===== config.mk =====
export PLATFORM = sky130hd
export DESIGN_NAME = game_over_ctrl
export DESIGN_NICKNAME = d
export VERILOG_FILES = /design/src/rtl/game_pkg.sv /design/src/rtl/frame_downcounter.sv /design/src/rtl/game_over_ctrl.sv
export SDC_FILE = /design/constraint.sdc
export NUM_CORES = 1
export LEC_CHECK = 0
export CORE_MARGIN = 2
export CORE_UTILIZATION = 40
export CTS_BUF_LIST = sky130_fd_sc_hd__clkbuf_8
export CTS_CLUSTER_SIZE = 25
export DETAILED_ROUTE_END_ITERATION = 10
export GPL_TIMING_DRIVEN = 0
export PLACE_DENSITY = 0.71
export SLEW_MARGIN = 30
export SYNTH_ARGS = -nofsm -noshare
export SYNTH_HDL_FRONTEND = slang
export SYNTH_HIERARCHICAL = 1
export SYNTH_SLANG_ARGS = --single-unit
export TNS_END_PERCENT = 50

===== constraint.sdc =====
create_clock -name clk -period 1.65 [get_ports clk]
set_input_delay 0.33 -clock clk [delete_from_list [all_inputs] [get_ports clk]]
set_output_delay 0.33 -clock clk [all_outputs]
set_load 0.005 [all_outputs]

===== src/rtl/game_pkg.sv =====
// game_pkg: shared round-state encoding and default round constants for game_over_ctrl
package game_pkg;
  typedef enum logic [1:0] {IDLE, PLAYING, INVULN, OVER} game_state_t;
  localparam int DEF_LIVES = 3;
  localparam int DEF_INVULN_FRAMES = 60;
  localparam int DEF_TIME_LIMIT = 3600;
endpackage


===== src/rtl/frame_downcounter.sv =====
// frame_downcounter: loadable down-counter stepped by frame ticks
// Ports: clk, resetn (async, active-low), load/load_val (load has priority),
//        tick (decrement, saturating at 0), count, zero_next (tick while count is 1).
module frame_downcounter #(
  parameter int W = 8,
  parameter logic [W-1:0] RST_VAL = '0
) (
  input  logic         clk,
  input  logic         resetn,
  input  logic         load,
  input  logic [W-1:0] load_val,
  input  logic         tick,
  output logic [W-1:0] count,
  output logic         zero_next
);
  assign zero_next = tick && count == W'(1);
  always_ff @(posedge clk or negedge resetn)
    if (!resetn) count <= RST_VAL;
    else if (load) count <= load_val;
    else if (tick && count != '0) count <= count - W'(1);
endmodule


===== src/rtl/game_over_ctrl.sv =====
// game_over_ctrl: tracks lives per round and raises gameover for game_reset
// Ports: clk, resetn (async, active-low), reset_is_on (from game_reset), hit, frame_tick,
//        gameover, lives, invuln, time_left (all registered).
// Optional round timer: define GAME_OVER_TIMEOUT_EN; otherwise time_left is tied to 0.
module game_over_ctrl import game_pkg::*; #(
  parameter int LIVES = DEF_LIVES,
  parameter int INVULN_FRAMES = DEF_INVULN_FRAMES,
  parameter int TIME_LIMIT = DEF_TIME_LIMIT,
  localparam int LW = $clog2(LIVES + 1),
  localparam int TW = $clog2(TIME_LIMIT + 1)
) (
  input  logic          clk,
  input  logic          resetn,
  input  logic          reset_is_on,
  input  logic          hit,
  input  logic          frame_tick,
  output logic          gameover,
  output logic [LW-1:0] lives,
  output logic          invuln,
  output logic [TW-1:0] time_left
);
  localparam int IW = $clog2(INVULN_FRAMES + 1);
  game_state_t state;
  logic inv_done, timeout, lose;
  logic [IW-1:0] inv_cnt_unused;
  frame_downcounter #(.W(IW)) u_inv (
    .clk, .resetn,
    .load(state == PLAYING && hit),
    .load_val(IW'(INVULN_FRAMES)),
    .tick(frame_tick && state == INVULN),
    .count(inv_cnt_unused),
    .zero_next(inv_done)
  );
`ifdef GAME_OVER_TIMEOUT_EN
  frame_downcounter #(.W(TW), .RST_VAL(TW'(TIME_LIMIT))) u_tmr (
    .clk, .resetn,
    .load(state == IDLE),
    .load_val(TW'(TIME_LIMIT)),
    .tick(frame_tick && !reset_is_on && (state == PLAYING || state == INVULN)),
    .count(time_left),
    .zero_next(timeout)
  );
`else
  assign time_left = '0;
  assign timeout = 1'b0;
`endif
  // a timeout in the same cycle as any hit still ends the round
  assign lose = timeout || (hit && lives == LW'(1));
  always_ff @(posedge clk or negedge resetn)
    if (!resetn) begin
      state <= IDLE;
      gameover <= 1'b0;
      lives <= LW'(LIVES);
      invuln <= 1'b0;
    end else if (reset_is_on) begin
      state <= IDLE;
      gameover <= 1'b0;
      lives <= LW'(LIVES);
      invuln <= 1'b0;
    end else
      case (state)
        IDLE: begin
          state <= PLAYING;
          lives <= LW'(LIVES);
        end
        PLAYING: begin
          if (hit) lives <= lives - LW'(lives != '0);
          if (lose) begin
            state <= OVER;
            gameover <= 1'b1;
          end else if (hit) begin
            state <= INVULN;
            invuln <= 1'b1;
          end
        end
        INVULN:
          if (timeout) begin
            state <= OVER;
            gameover <= 1'b1;
            invuln <= 1'b0;
          end else if (inv_done) begin
            state <= PLAYING;
            invuln <= 1'b0;
          end
        default: ;
      endcase
endmodule


==> results.txt <==
Via Count -> 685
Skew-Pair Late Insertion Delay -> 0.24 ns
Stages on worst setup path -> 4
CTS Hold Bufs -> 0
grt total ovfl -> 0
period utilization -> 1.039
Clock transition at path regs -> 0.05 ns
Worst Setup SP -> state[0]
status -> finished, violations left
Tightest Pin Transition -> 0.5726 ns
RSZ-0062 raised after global routing -> yes
ANT cells -> 0
CP top delay family -> simple AND/OR/NAND/NOR gates
htree depth -> 1
DR vias/cell -> 4.692
commonest non-fill, non-tap cells in the layout -> 18 x conb_1, 13 x buf_4, 8 x dfrtp_1
Yosys reg bits -> 12
CTS Buf Count -> 3
Worst R2R Start -> state[0]
Seq pwr share -> 0.416
CP Cell Sequence -> and3b_2 > or3b_4 > or4_1 > a31oi_1
failing checks -> setup timing
clock root cell -> clkbuf_8
Fin Clk Skew -> 0.001456 ns
crit-path max cell delay -> 0.43 ns
Avg Synthesized Cell Area -> 9.092 um2
CTS tree -> done
Final TNS setup -> -0.06505 ns
critical path peak fanout -> 7
clock buffer depth -> 2
Top FF cell, synth -> dfrtp_1
CP Buf/Inv Count -> 0
Post-synth EDFFs -> 0
f_max -> 583.1 MHz
worst setup margin -> -0.06505 ns
Internal -> 0.0006874 W
post-synthesis sequential area ratio -> 0.3700
Yosys cell types -> 35
final core occ -> 0.5470
CP Class -> reg2reg
Worst R2R Path Depth -> 4
global-route wire length before repair -> 2.753 mm
initial antenna violation count -> 0
switching part of the total -> 0.3012
leakage power -> 0.4864 nW
Post-Route WL -> 1.541 mm
share of cells above drive strength 1 -> 0.2605
CORE AREA -> 1942 um2
final setup fails -> 1
arrival time worst endpoint -> 1.88 ns
PwrDens -> 926.0 nW/um2
wire per inst -> 10.55 um
largest net degree at the start of global routing -> 13
reg-to-reg endpoint -> u_inv/count[5]
Final HPWL DP -> 1.165 mm
Post-DP Area -> 994.7 um2
Syn Inst Count -> 90
worst rel slew slack -> 0.6170
Tmin final -> 1.715 ns
startpoint types -> flip-flop
HP Class -> in2async
max-cap violations -> 0
worst slack, placed -> -0.4460 ns
Worst Path Required -> 1.81 ns
CTS Sinks -> 12
Slew Limit Fails -> 0
Starting Density -> 0.4214
Ports -> 21
Comb pwr share -> 0.258
Setup crit end kind -> flip-flop
placer congestion estimate -> 0.7400
Die Height -> 49.23 um
Finished Cell Area -> 1062 um2
DRT iter0 DRCs -> 7
FP Rows -> 16
final net count -> 128
die area -> 2424 um2
critical path's slowest cell -> dfrtp_2
async set-or-reset flop fraction in the synthesized netlist -> 1.000
switching pwr -> 0.0002963 W
Post-Syn Area -> 818.3 um2
Final Hold Viols -> 0
Buffers on Ports -> 8
commonest non-fill, non-tap cell in the layout -> conb_1
Die X -> 49.23 um
post-route ant nets -> 0
worst vdd ir -> 0.0006039 V
layout overhead on the synthesized area -> 29.82%
Clock power frac -> 0.326
Worst setup endpoint -> u_inv/count[5]
vias in the first global route -> 627
reg-to-reg slack, setup -> -0.07 ns
yosys warns -> 6
DRC Markers -> 0
global-route usage over all layers -> 0.1488
first-pass iteration count of the detailed router -> 4
-- flip-flops by register name, summed over array words and instances (netlist names) --
name and cells:
gameover 1, invuln 1, state 2, lives 2
u_inv/count 6
-- cell families (layout without fill, tap and decap cells) --
family | Yosys count | after routing | share of synthesized area
compound gates | 23 | 23 | 0.2034
fa+ha+maj | 3 | 3 | 0.04588
buf+inv | 20 | 33 | 0.1468
flops | 12 | 12 | 0.3700
other cells | 2 | 18 | 0.009178
simple gates | 30 | 30 | 0.2248
-- power by group through the flow --
stage | sequential (W) | combinational [W] | clock, W
after floorplan | 0.000396 | 0.000194 | 0
after global placement | 0.000406 | 0.000244 | 0
after detailed placement | 0.000411 | 0.000256 | 0
after CTS | 0.000407 | 0.000257 | 0.000335
after global routing | 0.000420 | 0.000295 | 0.000347
final | 0.000409 | 0.000254 | 0.000321
-- synth_stat cells (3+ instances only) --
cell type / count / area share
buf_4: 12 / 0.11
dfrtp_1: 10 / 0.31
inv_1: 7 / 0.032
nand2_1: 6 / 0.028
a21oi_1: 5 / 0.031
nor2_1: 5 / 0.023
o21ai_0: 5 / 0.031
a31oi_1: 3 / 0.023
ha_1: 3 / 0.046
-- per-layer routing --
metal,share of wire,up-vias,global-route usage
met3,0.052,2,0.05215
met2,0.52,15,0.2432
met4,0.012,0,0.07143
met1,0.41,322,0.1718
met5,0,-,0
li1,-,346,-
-- layout make-up --
| cell class | count | area, um2 |
|---|---|---|
| fill | 200 | 879.6 |
| timing repair buffer | 9 | 88.84 |
| tap | 27 | 33.78 |
| buffer | 13 | 95.09 |
| clock buffer | 4 | 55.05 |
| sequential | 12 | 305.3 |
| inverter | 7 | 26.28 |
| multi-input combinational | 74 | 457.9 |
-- timing repair --
| action | in CTS | in global routing |
|---|---|---|
| endpoints found under the setup margin | 5 | 8 |
| setup buffers | 1 | 0 |
| cloned | 0 | 0 |
| resized for setup | 2 | 3 |
| pin swaps | 1 | 0 |
-- through the flow --
stage,cells,hold WS [ns],total power (W)
floorplan,106,0.03441,0.0005902
global placement,141,0.4867,0.0006497
detailed placement,141,0.4978,0.0006674
CTS,146,0.4741,0.0009993
global route,146,0.5098,0.001062
finish,146,0.4575,0.0009837
-- how the worst min path moves through the flow --
stage               slack [ns]        endpoint
CTS                       0.47  u_inv/count[3]
detailed placement        0.50        gameover
floorplan                 0.03        gameover
global placement          0.49        gameover
global route              0.51  u_inv/count[3]
finish                    0.46  u_inv/count[4]
(Power assumes the default switching activity.)
